File: src/rtl/external_memory_scheduler.sv
// Time-slot scheduler sharing one SRAM port between N_CLIENTS delay-line clients.
// Ports: tick in, per-client addr/data/we in, per-client readdata/valid out, mem_* bus, busy/done/overrun.
module external_memory_scheduler #(
  parameter int N_CLIENTS    = 4,
  parameter int DATA_WIDTH   = 16,
  parameter int ADDR_WIDTH   = 21,
  parameter int READ_LATENCY = 2
) (
  input  logic                             clk_i,
  input  logic                             rst_i,
  input  logic                             sample_tick_i,
  input  logic [N_CLIENTS*ADDR_WIDTH-1:0]  cl_read_address_i,
  input  logic [N_CLIENTS*ADDR_WIDTH-1:0]  cl_write_address_i,
  input  logic [N_CLIENTS*DATA_WIDTH-1:0]  cl_writedata_i,
  input  logic [N_CLIENTS-1:0]             cl_write_enable_i,
  output logic [N_CLIENTS*DATA_WIDTH-1:0]  cl_readdata_o,
  output logic [N_CLIENTS-1:0]             cl_readdata_valid_o,
  output logic [ADDR_WIDTH-1:0]            mem_read_address_o,
  output logic [ADDR_WIDTH-1:0]            mem_write_address_o,
  output logic [DATA_WIDTH-1:0]            mem_writedata_o,
  output logic                             mem_write_enable_o,
  input  logic [DATA_WIDTH-1:0]            mem_readdata_i,
  output logic                             busy_o,
  output logic                             done_o,
  output logic                             overrun_o
);

  localparam int SW = (N_CLIENTS > 1) ? $clog2(N_CLIENTS) : 1;
  localparam int CW = (READ_LATENCY > 1) ? $clog2(READ_LATENCY) : 1;

  localparam logic [1:0] S_IDLE  = 2'd0;
  localparam logic [1:0] S_SERVE = 2'd1;
  localparam logic [1:0] S_DRAIN = 2'd2;

  localparam logic [SW-1:0] LAST_SLOT  = SW'(N_CLIENTS - 1);
  localparam logic [CW-1:0] LAST_DRAIN = CW'(READ_LATENCY - 1);

  typedef logic [N_CLIENTS-1:0][ADDR_WIDTH-1:0] addr_vec_t;
  typedef logic [N_CLIENTS-1:0][DATA_WIDTH-1:0] data_vec_t;
  typedef logic [READ_LATENCY-1:0][SW-1:0]      tag_vec_t;

  logic [1:0]              state_q, state_d;
  logic [SW-1:0]           slot_q, slot_d, nxt_slot;
  logic [CW-1:0]           drain_q, drain_d;
  addr_vec_t               snap_ra_q, snap_ra_d;
  addr_vec_t               snap_wa_q, snap_wa_d;
  data_vec_t               snap_wd_q, snap_wd_d;
  logic [N_CLIENTS-1:0]    snap_we_q, snap_we_d;
  logic [ADDR_WIDTH-1:0]   mem_ra_q, mem_ra_d;
  logic [ADDR_WIDTH-1:0]   mem_wa_q, mem_wa_d;
  logic [DATA_WIDTH-1:0]   mem_wd_q, mem_wd_d;
  logic                    mem_we_q, mem_we_d;
  logic [READ_LATENCY-1:0] tag_v_q, tag_v_d;
  tag_vec_t                tag_s_q, tag_s_d;
  data_vec_t               rd_q, rd_d;
  logic [N_CLIENTS-1:0]    valid_q, valid_d;
  logic                    done_q, done_d;
  logic                    busy, start;

  // busy spans the done cycle so a tick landing there is rejected
  assign busy  = (state_q != S_IDLE) | done_q;
  assign start = sample_tick_i & ~busy;

  always_comb begin
    state_d   = state_q;
    slot_d    = slot_q;
    drain_d   = drain_q;
    snap_ra_d = snap_ra_q;
    snap_wa_d = snap_wa_q;
    snap_wd_d = snap_wd_q;
    snap_we_d = snap_we_q;
    mem_ra_d  = '0;
    mem_wa_d  = '0;
    mem_wd_d  = '0;
    mem_we_d  = 1'b0;
    rd_d      = rd_q;
    valid_d   = '0;
    done_d    = 1'b0;
    nxt_slot  = slot_q + SW'(1);

    // slot tag follows each read request through the memory latency
    tag_v_d[0] = (state_q == S_SERVE);
    tag_s_d[0] = slot_q;
    for (int i = 1; i < READ_LATENCY; i++) begin
      tag_v_d[i] = tag_v_q[i-1];
      tag_s_d[i] = tag_s_q[i-1];
    end

    if (tag_v_q[READ_LATENCY-1]) begin
      rd_d[tag_s_q[READ_LATENCY-1]]    = mem_readdata_i;
      valid_d[tag_s_q[READ_LATENCY-1]] = 1'b1;
      done_d = (tag_s_q[READ_LATENCY-1] == LAST_SLOT);
    end

    unique case (state_q)
      S_IDLE: begin
        if (start) begin
          snap_ra_d = cl_read_address_i;
          snap_wa_d = cl_write_address_i;
          snap_wd_d = cl_writedata_i;
          snap_we_d = cl_write_enable_i;
          // slot 0 goes straight from the inputs to hit t+1
          mem_ra_d  = cl_read_address_i[ADDR_WIDTH-1:0];
          mem_wa_d  = cl_write_address_i[ADDR_WIDTH-1:0];
          mem_wd_d  = cl_writedata_i[DATA_WIDTH-1:0];
          mem_we_d  = cl_write_enable_i[0];
          slot_d    = '0;
          state_d   = S_SERVE;
        end
      end
      S_SERVE: begin
        if (slot_q == LAST_SLOT) begin
          drain_d = '0;
          state_d = S_DRAIN;
        end else begin
          slot_d   = nxt_slot;
          mem_ra_d = snap_ra_q[nxt_slot];
          mem_wa_d = snap_wa_q[nxt_slot];
          mem_wd_d = snap_wd_q[nxt_slot];
          mem_we_d = snap_we_q[nxt_slot];
        end
      end
      S_DRAIN: begin
        if (drain_q == LAST_DRAIN) state_d = S_IDLE;
        else drain_d = drain_q + CW'(1);
      end
      default: state_d = S_IDLE;
    endcase
  end

  always_ff @(posedge clk_i or posedge rst_i) begin
    if (rst_i) begin
      state_q   <= S_IDLE;
      slot_q    <= '0;
      drain_q   <= '0;
      snap_ra_q <= '0;
      snap_wa_q <= '0;
      snap_wd_q <= '0;
      snap_we_q <= '0;
      mem_ra_q  <= '0;
      mem_wa_q  <= '0;
      mem_wd_q  <= '0;
      mem_we_q  <= 1'b0;
      tag_v_q   <= '0;
      tag_s_q   <= '0;
      rd_q      <= '0;
      valid_q   <= '0;
      done_q    <= 1'b0;
    end else begin
      state_q   <= state_d;
      slot_q    <= slot_d;
      drain_q   <= drain_d;
      snap_ra_q <= snap_ra_d;
      snap_wa_q <= snap_wa_d;
      snap_wd_q <= snap_wd_d;
      snap_we_q <= snap_we_d;
      mem_ra_q  <= mem_ra_d;
      mem_wa_q  <= mem_wa_d;
      mem_wd_q  <= mem_wd_d;
      mem_we_q  <= mem_we_d;
      tag_v_q   <= tag_v_d;
      tag_s_q   <= tag_s_d;
      rd_q      <= rd_d;
      valid_q   <= valid_d;
      done_q    <= done_d;
    end
  end

  assign cl_readdata_o       = rd_q;
  assign cl_readdata_valid_o = valid_q;
  assign mem_read_address_o  = mem_ra_q;
  assign mem_write_address_o = mem_wa_q;
  assign mem_writedata_o     = mem_wd_q;
  assign mem_write_enable_o  = mem_we_q;
  assign busy_o              = busy;
  assign done_o              = done_q;
  assign overrun_o           = sample_tick_i & busy;

endmodule

File: config.mk
export PLATFORM = sky130hd
export DESIGN_NAME = external_memory_scheduler
export DESIGN_NICKNAME = d
export VERILOG_FILES = /design/src/rtl/external_memory_scheduler.sv
export SDC_FILE = /design/constraint.sdc
export NUM_CORES = 1
export LEC_CHECK = 0
export ABC_CLOCK_PERIOD_IN_PS = 16740
export CORE_ASPECT_RATIO = 1.1
export CORE_MARGIN = 1
export CORE_UTILIZATION = 35
export CTS_BUF_LIST = sky130_fd_sc_hd__clkbuf_8
export DETAILED_ROUTE_END_ITERATION = 6
export PLACE_DENSITY_LB_ADDON = 0.12
export SYNTH_ARGS = -nofsm -noshare
export SYNTH_HDL_FRONTEND = slang
export SYNTH_SLANG_ARGS = --single-unit
File: constraint.sdc
create_clock -name clk_i -period 16.74 [get_ports clk_i]
set_input_delay 5.022 -clock clk_i [delete_from_list [all_inputs] [get_ports clk_i]]
set_output_delay 5.022 -clock clk_i [all_outputs]
set_load 0.01 [all_outputs]
Word-level counts from Yosys, hierarchy flattened
Cells that the tools add are included.
{"block": "classes", "addsub": 2, "order_cmp": 3, "n_eq_ne": 8, "n_mux": 37, "bitwise_logic": 4, "reduce_logical": 9}
{"operator": "21-bit 2-to-1 mux", "count": 6}
{"operator": "21-bit binary-select mux with 2-bit select", "count": 2}
{"operator": "21-bit case mux with 2 select lines", "count": 2}
{"operator": "64-bit bitwise mux", "count": 1}
{"operator": "16-bit 2-to-1 mux", "count": 4}
{"operator": "16-bit binary-select mux with 2-bit select", "count": 1}
{"operator": "16-bit demux with 2-bit select", "count": 1}
{"operator": "16-bit case mux with 2 select lines", "count": 1}
{"operator": "2-bit 2-to-1 mux", "count": 5}
{"operator": "1-bit 2-to-1 mux", "count": 7}
{"operator": "2-bit == test, second input constant", "count": 3}
{"operator": "2-bit by 3-bit < comparator with 1-bit output, second input constant", "count": 2}
{"operator": "2-bit inequality test, second input constant", "count": 3}
{"operator": "2-bit case mux with 3 select lines", "count": 1}
{"operator": "3-bit AND reduction", "count": 2}
{"operator": "2-bit nonzero test", "count": 3}
{"operator": "4-bit 2-to-1 mux", "count": 1}
{"operator": "1-bit case mux with 2 select lines", "count": 2}
{"operator": "2-bit case mux with 2 select lines", "count": 1}
{"operator": "2-bit AND reduction", "count": 2}
{"operator": "2-bit by 1-bit adder with 2-bit output, second input constant", "count": 1}
{"operator": "1-bit bitwise AND", "count": 2}
{"operator": "1-bit binary-select mux with 2-bit select", "count": 1}
{"operator": "1-bit demux with 2-bit select", "count": 1}
{"operator": "other kinds (8)", "count": 8}
{"block": "word_totals", "ff_bits": 375, "input_bits": 255, "out_inout_bits": 130, "elab_cells": 92}

Logic depth before layout (Yosys ltp)
Gate-level depths: netlist of the first run.
{"block": "logic_depth", "ltp_word": 6, "mapped_depth": 7, "ltp_nobuf": 4}

Worst setup path after synthesis of the first run
Ideal clock, no wire load.
{"block": "synth_path", "kind": "input port to output port", "startpoint": "in sample_tick_i", "endpoint": "out overrun_o", "t_arrival_ns": 5.168, "t_required_ns": 11.718, "path_slack_ns": 6.550, "stages": 1, "n_path_buf": 0, "path_cell_list": "and2_1"}
{"block": "synth_via", "elab_chain_cells": 1}
{"element": "start: declaration", "line": "11", "source": "input logic sample_tick_i,"}
{"element": "1-bit bitwise AND", "line": "177", "source": "assign overrun_o = sample_tick_i & busy;"}
{"element": "end: declaration", "line": "25", "source": "output logic overrun_o"}
No other way between the ends.

Final worst setup path of the first run
Same ends and word-level chain as after synthesis.

==> results_dict.tcl, run 1 <==
set metrics [dict create \
    outcome "finished, final reports clean" \
    clk_pin_slew_ps 60 \
    synth_top_cell_by_area "dfrtp_1" \
    finalCritPeriodShare_pct 66.9 \
    insertion_delay_ps 600 \
    drive_above_1_share_pct 11.2 \
    setup_viol 0 \
    relSlewSlack_pct 20.4 \
    antenna_found_initial 5 \
    ys_ff_latch 374 \
    wirelength_um 41600 \
    synth_area_per_cell_um2 10.3 \
    vias 11500 \
    tightest_slew_ps 1190 \
    min_period_ps 11190 \
    routabilityCongestion 0.771 \
    wl_met3_um 2470 \
    report.final.hold_viol_count 0 \
    synth_edf_count 0 \
    finClkSkew_ps 19.9 \
    grt_pass1_vias 11900 \
    wl_met1_um 17900 \
    cp-end-kind "output pin" \
    fillCellCount 3955 \
    cts_tree "done" \
    rsz0062_at_grt "no" \
    vias_per_cell 4.64 \
    maxCapViolCount 0 \
    synth-main-ff-cell "dfrtp_1" \
    drtPass1Iterations 4 \
    io_pins 385 \
    cts.hold.buffers_added 0 \
    reg2reg_depth 5 \
    wl_met2_um 20200 \
    htree_levels 3 \
    fmax_mhz 89.3 \
    whs_ps 344 \
    crit_path_end "overrun_o" \
    yosysWarnings 0 \
    portBuffers 384 \
    synthTopCellsByArea "dfrtp_1 61%, nand2_1 18%, mux2_2 7.5%, mux2i_1 5.3%, o211ai_1 1.8%" \
    synthToLayoutAreaGrowth_pct 36.3 \
    p_leak_nw 10.0 \
    route.antenna.remaining_nets 0 \
    postSynthCellCount 1472 \
    syn-num-nets 1728 \
    dp_hpwl_um 26000 \
    p_per_area_mw_per_mm2 196 \
    hp-class "reg -> reg" \
    grt_max_degree 238 \
    layout.nets 2111 \
    die_x_um 201 \
    synth_top_area_share_pct 61.4 \
    cp.arrival_ps 6170 \
    critPathMaxFanout 3 \
    clock_sinks 374 \
    numCtsBuffers 67 \
    initial_utilization_pct 35.8 \
    dieArea_mm2 0.0444 \
    gr-total-overflow 0 \
    wl_per_cell_um 16.9 \
    grt_pass1_wl_um 65700 \
    tns_ps 0 \
    slew_viol_final 0 \
    cts_buffer_depth 3 \
    synth_area_mm2 0.0152 \
    yosysSeqAreaShare_pct 61.4 \
    worstSetupStartpointType "input port" \
    postCtsSetupRepairBufs 0 \
    critPathKind "in -> out" \
    ys_async_sr_fraction_pct 100 \
    rows 79 \
    highest_layer "met5" \
    required_ps 11720 \
    drtIter0Drc 521 \
    reg2reg_slack_ps 13950 \
    remaining_drc_errors 0 \
    r2r_start "slot_q[0]" \
    die_y_um 221 \
    r2r-end "mem_write_address_o[11]" \
    cts_resized 0 \
    core_area_mm2 0.0426 \
    cts_root_buf "clkbuf_8" \
    startpoint "sample_tick_i" \
    ys_types 28 \
    grt_util_all_layers_pct 18.9 \
    ir_worst_vdd_v 0.000143 \
]
## registers in the layout, summed over array words and instances, names as in the netlist
name                 count
cl_readdata_o           64
cl_readdata_valid_o      3
done_o                   1
drain_q                  1
mem_read_address_o      21
mem_write_address_o     21
mem_write_enable_o       1
mem_writedata_o         16
slot_q                   2
snap_ra_q               84
snap_wa_q               84
snap_wd_q               64
snap_we_q                4
state_q                  2
tag_s_d                  2
tag_s_q                  2
tag_v_q                  2
## through the flow
stage | total power, mW | area (um2) | utilization [%] | std cells | setup WS, ps
2_1_floorplan | 2.65 | 15200 | - | 1472 | 1330
3_3_place_gp | 3.25 | 19500 | 45.7 | 2353 | 5550
3_5_place_dp | 3.29 | 19500 | 45.7 | 2353 | 5540
4_1_cts | 4.14 | 20700 | 48.7 | 2463 | 5540
5_1_grt | 4.38 | 20800 | 48.7 | 2466 | 5500
6_report | 4.07 | 20800 | 48.7 | 2467 | 5550
## placed cells by master, fill, tap and decap left out, types with 2 or more instances in the layout
master,n
nand2b_1,2
nand2_1,745
diode_2,4
o221ai_1,22
nor3b_2,2
clkinv_2,3
nor2_1,2
clkdlybuf4s50_1,384
clkbuf_8,85
mux2i_1,81
inv_1,25
mux2_2,101
o21ai_0,2
nand3b_1,3
o211ai_1,37
clkinvlp_4,2
buf_4,12
dfrtp_1,374
## how the worst min path moves through the flow
stage | startpoint | end | cells past startpoint
finish | tag_v_q[0] | tag_v_q[1] | 0
global route | tag_v_q[0] | tag_v_q[1] | 0
CTS | tag_s_d[2] | tag_s_q[2] | 0
detailed placement | tag_s_d[2] | tag_s_q[2] | 0
global placement | tag_v_q[0] | tag_v_q[1] | 0
floorplan | tag_s_d[2] | tag_s_q[2] | 0
## report_power, final
group | switching, mW | internal (mW) | total, mW | leakage, nW
Sequential | 0.212 | 1.33 | 1.55 | 4.63
Clock | 0.369 | 0.451 | 0.820 | 0.730
Combinational | 0.874 | 0.826 | 1.70 | 4.69
Total | 1.46 | 2.61 | 4.07 | 10.0
## critical path: stages
cell and delay (ps):
clkdlybuf4s50_1 490, and2_1 130, clkdlybuf4s50_1 530
## cells by family after synthesis
kind of cell	count (synthesis)	synth area share, %
AND/OR/NAND/NOR	762	19.2
buffers and inverters	89	3.15
adder cells (fa/ha/maj)	1	0.0821
AO/OA/AOI/OAI	64	3.29
multiplexers	182	12.8
flip-flops	374	61.4
## synth_stat cells, types with 3 or more instances
cell type  instances
mux2i_1           81
mux2_2           101
buf_6             12
buf_2             42
nand2_1          746
buf_1              4
clkbuf_1          24
inv_1              6
dfrtp_1          374
o211ai_1          37
o221ai_1          22
nand3b_1           3
## final cells by class
class                           instances  area [um2]  area share, %
Clock buffer                           85        1170           5.64
Sequential cell                       374        9360           45.1
Inverter                                6        30.0          0.145
Tap cell                              567         709           3.42
Timing Repair Buffer                  397        3950           19.0
Antenna cell                            4        10.0         0.0482
Multi-Input combinational cell       1009        5420           26.1
Clock inverter                         25         105          0.506
## routing by layer
metal | vias to the layer above | GRT usage [%]
met3 | 69 | 4.95
met2 | 277 | 31.1
li1 | 5528 | -
met1 | 5575 | 23.7
met5 | - | 0
met4 | 4 | 7.89
No activity file was read; power rests on OpenSTA's default activity.
==> inputs of run 2 (changes only) <==
--- a/config.mk
+++ b/config.mk
@@ -5,7 +5,7 @@
 export SDC_FILE = /design/constraint.sdc
 export NUM_CORES = 1
 export LEC_CHECK = 0
-export ABC_CLOCK_PERIOD_IN_PS = 16740
+export ABC_CLOCK_PERIOD_IN_PS = 11500
 export CORE_ASPECT_RATIO = 1.1
 export CORE_MARGIN = 1
 export CORE_UTILIZATION = 35
==> constraint.sdc (replaced) <==
create_clock -name clk_i -period 11.5 [get_ports clk_i]
set_input_delay 3.45 -clock clk_i [delete_from_list [all_inputs] [get_ports clk_i]]
set_output_delay 3.45 -clock clk_i [all_outputs]
set_load 0.01 [all_outputs]
==> results_dict.tcl, run 2 (synthesis results as in run 1) <==
set metrics [dict create \
    outcome "finished, final reports clean" \
    layout.nets 2112 \
    core_area_mm2 0.0426 \
    grt_pass1_wl_um 65900 \
    routabilityCongestion 0.759 \
    maxCapViolCount 0 \
    dp_hpwl_um 26000 \
    synthToLayoutAreaGrowth_pct 36.7 \
    dieArea_mm2 0.0444 \
    rsz0062_at_grt "no" \
    critPathMaxFanout 3 \
    final_cells 2473 \
    final_cell_mix "745 x nand2_1, 384 x clkdlybuf4s50_1, 374 x dfrtp_1, 101 x mux2_2, 83 x clkbuf_8" \
    fillCellCount 4046 \
    combPwrFrac_pct 41.7 \
    relSlewSlack_pct 3.06 \
    required_ps 8050 \
    clk_pin_slew_ps 60 \
    r2r-end "mem_write_address_o[12]" \
    p_sw_mw 2.14 \
    postCtsSetupRepairBufs 0 \
    cts_buffer_depth 3 \
    worstSetupStartpointType "input port" \
    io_pins 385 \
    drive_above_1_share_pct 11.5 \
    whs_path_depth 0 \
    antenna_found_initial 4 \
    cp.arrival_ps 4600 \
    grt_util_all_layers_pct 19.0 \
    slew_viol_final 0 \
    finalCritPeriodShare_pct 70.0 \
    wl_per_cell_um 16.9 \
    drtIter0Drc 586 \
    vias 11500 \
    hp-class "reg -> reg" \
    numCtsBuffers 67 \
    tightest_slew_ps 1450 \
    ir_worst_vdd_v 0.000158 \
    fmax_mhz 124 \
    switching_share_pct 35.9 \
    initial_utilization_pct 35.8 \
    tns_ps 0 \
    placed_cells 2354 \
    p_per_area_mw_per_mm2 286 \
    route.antenna.remaining_nets 0 \
    hold_path_end "tag_v_q[1]" \
    cts_tree "done" \
    cp-end-kind "output pin" \
    clkPwrFrac_pct 20.6 \
    reg2reg_depth 5 \
    wirelength_um 41800 \
    cts_resized 0 \
    hp-start "tag_v_q[0]" \
    min_period_ps 8050 \
    p_leak_nw 10.1 \
    finClkSkew_ps 21.8 \
    gr-total-overflow 0 \
    power.internal_mw 3.82 \
    die_x_um 201 \
    vias_per_cell 4.66 \
    reg_top3 "snap_ra_q (84), snap_wa_q (84)" \
    grt_pass1_vias 11900 \
    cts_root_buf "clkbuf_8" \
    final_common_cell "nand2_1" \
    report.final.hold_viol_count 0 \
    r2r_start "state_q[1]" \
    p_seq_share_pct 37.7 \
    final_core_util_pct 48.9 \
    clock_sinks 374 \
    grt_max_degree 229 \
    die_y_um 221 \
    drtPass1Iterations 5 \
    remaining_drc_errors 0 \
    insertion_delay_ps 600 \
    htree_levels 3 \
    portBuffers 384 \
    reg2reg_slack_ps 8600 \
    multiInputGateArea_mm2 0.00542 \
    setup_viol 0 \
    cts.hold.buffers_added 0 \
    rows 79 \
    critPathKind "in -> out" \
    final-seq-area_mm2 0.00936 \
]
[run 2: cell count changes in the layout (fill, tap and decap cells not counted), sizes merged]
cell / change
clkinv: +2
buf: +1
clkinvlp: +4
diode: -1
inv: +1
bufinv: +1
clkbuf: -2
[run 2: power groups by stage]
stage / Sequential [mW] / Clock [mW] / Combinational [mW]
after CTS: 2.25 / 1.28 / 2.54
after detailed placement: 2.26 / 0 / 2.53
after global placement: 2.25 / 0 / 2.50
after floorplan: 2.29 / 0 / 1.56
after global routing: 2.33 / 1.34 / 2.76
final: 2.25 / 1.23 / 2.49
[run 2: per-stage QoR]
step | hold slack, ps | instance area (um2) | power [mW] | setup WS (ps)
after detailed placement | 339 | 19500 | 4.80 | 3450
after floorplan | 331 | 15200 | 3.86 | 3030
after global placement | 333 | 19500 | 4.75 | 3450
final | 354 | 20800 | 5.96 | 3450
after global routing | 361 | 20800 | 6.42 | 3410
after CTS | 356 | 20800 | 6.07 | 3440
[run 2: layout make-up]
| class | count | area share (%) |
|---|---|---|
| clock inverter | 33 | 0.865 |
| inverter | 6 | 0.126 |
| clock buffer | 83 | 5.49 |
| timing repair buffer | 398 | 19.1 |
| tap | 567 | 3.41 |
| sequential | 374 | 45.0 |
| antenna | 3 | 0.0361 |
| multi-input combinational | 1009 | 26.0 |
[run 2: metal layers]
layer	share of wire [%]	track usage, %
met1	44	24.0
met2	48	31.2
met3	5.8	4.96
met4	2.4	7.48
met5	0.098	0
[run 2: critical path: stages]
cell             delay (ps)
clkdlybuf4s50_1         490
and2_1                  130
clkdlybuf4s50_1         530
[run 2: how the worst max path moves through the flow]
stage                        from  cells past startpoint               end  slack (ps)
floorplan                   rst_i                      1  cl_readdata_o[0]        3030
global placement    sample_tick_i                      3         overrun_o        3450
detailed placement  sample_tick_i                      3         overrun_o        3450
CTS                 sample_tick_i                      3         overrun_o        3440
global route        sample_tick_i                      3         overrun_o        3410
finish              sample_tick_i                      3         overrun_o        3450
==> inputs of run 3 (changes only) <==
--- a/config.mk
+++ b/config.mk
@@ -5,7 +5,7 @@
 export SDC_FILE = /design/constraint.sdc
 export NUM_CORES = 1
 export LEC_CHECK = 0
-export ABC_CLOCK_PERIOD_IN_PS = 11500
+export ABC_CLOCK_PERIOD_IN_PS = 6960
 export CORE_ASPECT_RATIO = 1.1
 export CORE_MARGIN = 1
 export CORE_UTILIZATION = 35
==> constraint.sdc (replaced) <==
create_clock -name clk_i -period 6.96 [get_ports clk_i]
set_input_delay 2.088 -clock clk_i [delete_from_list [all_inputs] [get_ports clk_i]]
set_output_delay 2.088 -clock clk_i [all_outputs]
set_load 0.01 [all_outputs]
==> results_dict.tcl, run 3 (synthesis results as in run 1) <==
set metrics [dict create \
    path_common_cell "clkdlybuf4s50_1" \
    wl_met1_um 17700 \
    tns_ps 0 \
    gr-total-overflow 0 \
    critPathKind "in -> out" \
    wl_met3_um 2510 \
    rows 79 \
    multiInputGateArea_mm2 0.00542 \
    p_per_area_mw_per_mm2 474 \
    grt_pass1_wl_um 65800 \
    layout.nets 2114 \
    placed_cells 2354 \
    final-seq-area_mm2 0.00936 \
    final_core_util_pct 49.1 \
    grt_max_degree 201 \
    grt_pass1_vias 12000 \
    synthToLayoutAreaGrowth_pct 37.3 \
    cts_resized 0 \
    outcome "finished, final reports clean" \
    drtPass1Iterations 5 \
    wirelength_um 41500 \
    finalCritPeriodShare_pct 76.5 \
    pre_cts_slack_ps 1640 \
    finalPower_mw 9.92 \
    fmax_mhz 188 \
    critPathMaxStageDelay_ps 530 \
    remaining_drc_errors 0 \
    routabilityCongestion 0.766 \
    drtIter0Drc 567 \
    die_x_um 201 \
    cp-end-kind "output pin" \
    whs_ps 342 \
    wl_met2_um 20400 \
    final_cell_mix "745 x nand2_1, 384 x clkdlybuf4s50_1, 374 x dfrtp_1, 101 x mux2_2, 92 x clkbuf_8" \
    final_common_cell "nand2_1" \
    vias 11500 \
    clock_sinks 374 \
    reg_top3 "snap_ra_q (84), snap_wa_q (84)" \
    critPathMaxFanout 3 \
    critPathSlowestCell "clkdlybuf4s50_1" \
    setup_ws_ps 1640 \
    route.antenna.remaining_nets 0 \
    cp.arrival_ps 3230 \
    portBuffers 384 \
    vias_per_cell 4.63 \
    crit_chain "clkdlybuf4s50_1, and2_1, clkdlybuf4s50_1" \
    io_pins 385 \
    cts.hold.buffers_added 0 \
    clk_pin_slew_ps 50 \
    grt_util_all_layers_pct 18.9 \
    slew_viol_final 0 \
    cts_tree "done" \
    p_leak_nw 10.1 \
    final_area_mm2 0.0209 \
    ir_worst_vdd_v 0.000275 \
    drive_above_1_share_pct 11.7 \
    htree_levels 3 \
    hp-class "reg -> reg" \
    worstSetupStartpointType "input port" \
    insertion_delay_ps 600 \
    dieArea_mm2 0.0444 \
    core_area_mm2 0.0426 \
    finClkSkew_ps 16.1 \
    setup_viol 0 \
    tightest_slew_ps 1060 \
    postCtsSetupRepairBufs 0 \
    min_period_ps 5320 \
    report.final.hold_viol_count 0 \
    dp_hpwl_um 26100 \
    place_area_mm2 0.0195 \
    numCtsBuffers 69 \
    relSlewSlack_pct 29.1 \
    initial_utilization_pct 35.8 \
    required_ps 4870 \
    final_cells 2478 \
    die_y_um 221 \
    rsz0062_at_grt "no" \
    maxCapViolCount 0 \
    highest_layer "met5" \
    fillCellCount 3986 \
    wl_per_cell_um 16.7 \
    antenna_found_initial 4 \
    cts_buffer_depth 3 \
    cts_root_buf "clkbuf_8" \
]
-- run 3: changes by cell type in the layout (fill, tap and decap cells not counted) --
cell	previous run	this run
clkinvlp_4	6	2
clkbuf_8	83	92
buf_4	12	10
buf_12	2	4
bufinv_16	1	0
inv_1	26	27
inv_6	1	2
diode_2	3	2
-- run 3: cell type report --
type / count / area share (%)
tap: 567 / 3.39
multi-input combinational: 1009 / 25.9
clock inverter: 30 / 0.634
timing repair buffer: 398 / 19.1
antenna: 2 / 0.0239
sequential: 374 / 44.7
clock buffer: 92 / 6.05
inverter: 6 / 0.126
-- run 3: worst max-delay path: cells and delay by family --
family | cells | cell delay, ps
simple gates | 1 | 130
buf+inv | 2 | 1020
-- run 3: power by group --
| part | switching [mW] | internal (mW) |
|---|---|---|
| Sequential | 0.504 | 3.21 |
| Clock | 0.920 | 1.18 |
| Combinational | 2.11 | 2.00 |
-- run 3: per-layer routing --
layer,vias up,GRT usage (%)
li1,5538,-
met1,5573,23.7
met2,286,31.2
met3,66,5.07
met4,4,7.71
met5,-,0
-- run 3: final timing paths --
| check | startpoint | endpoint | slack (ps) | cells past startpoint |
|---|---|---|---|---|
| max in group asynchronous | rst_i | cl_readdata_o[54] | 3880 | 3 |
| min in group asynchronous | rst_i | mem_write_address_o[0] | 1860 | 2 |
| worst min register to register | tag_s_d[2] | tag_s_q[2] | 340 | 0 |
| worst max-delay path | sample_tick_i | overrun_o | 1640 | 3 |
| worst max register to register | slot_q[0] | mem_write_address_o[2] | 4080 | 5 |
| worst min-delay path | tag_s_d[2] | tag_s_q[2] | 340 | 0 |
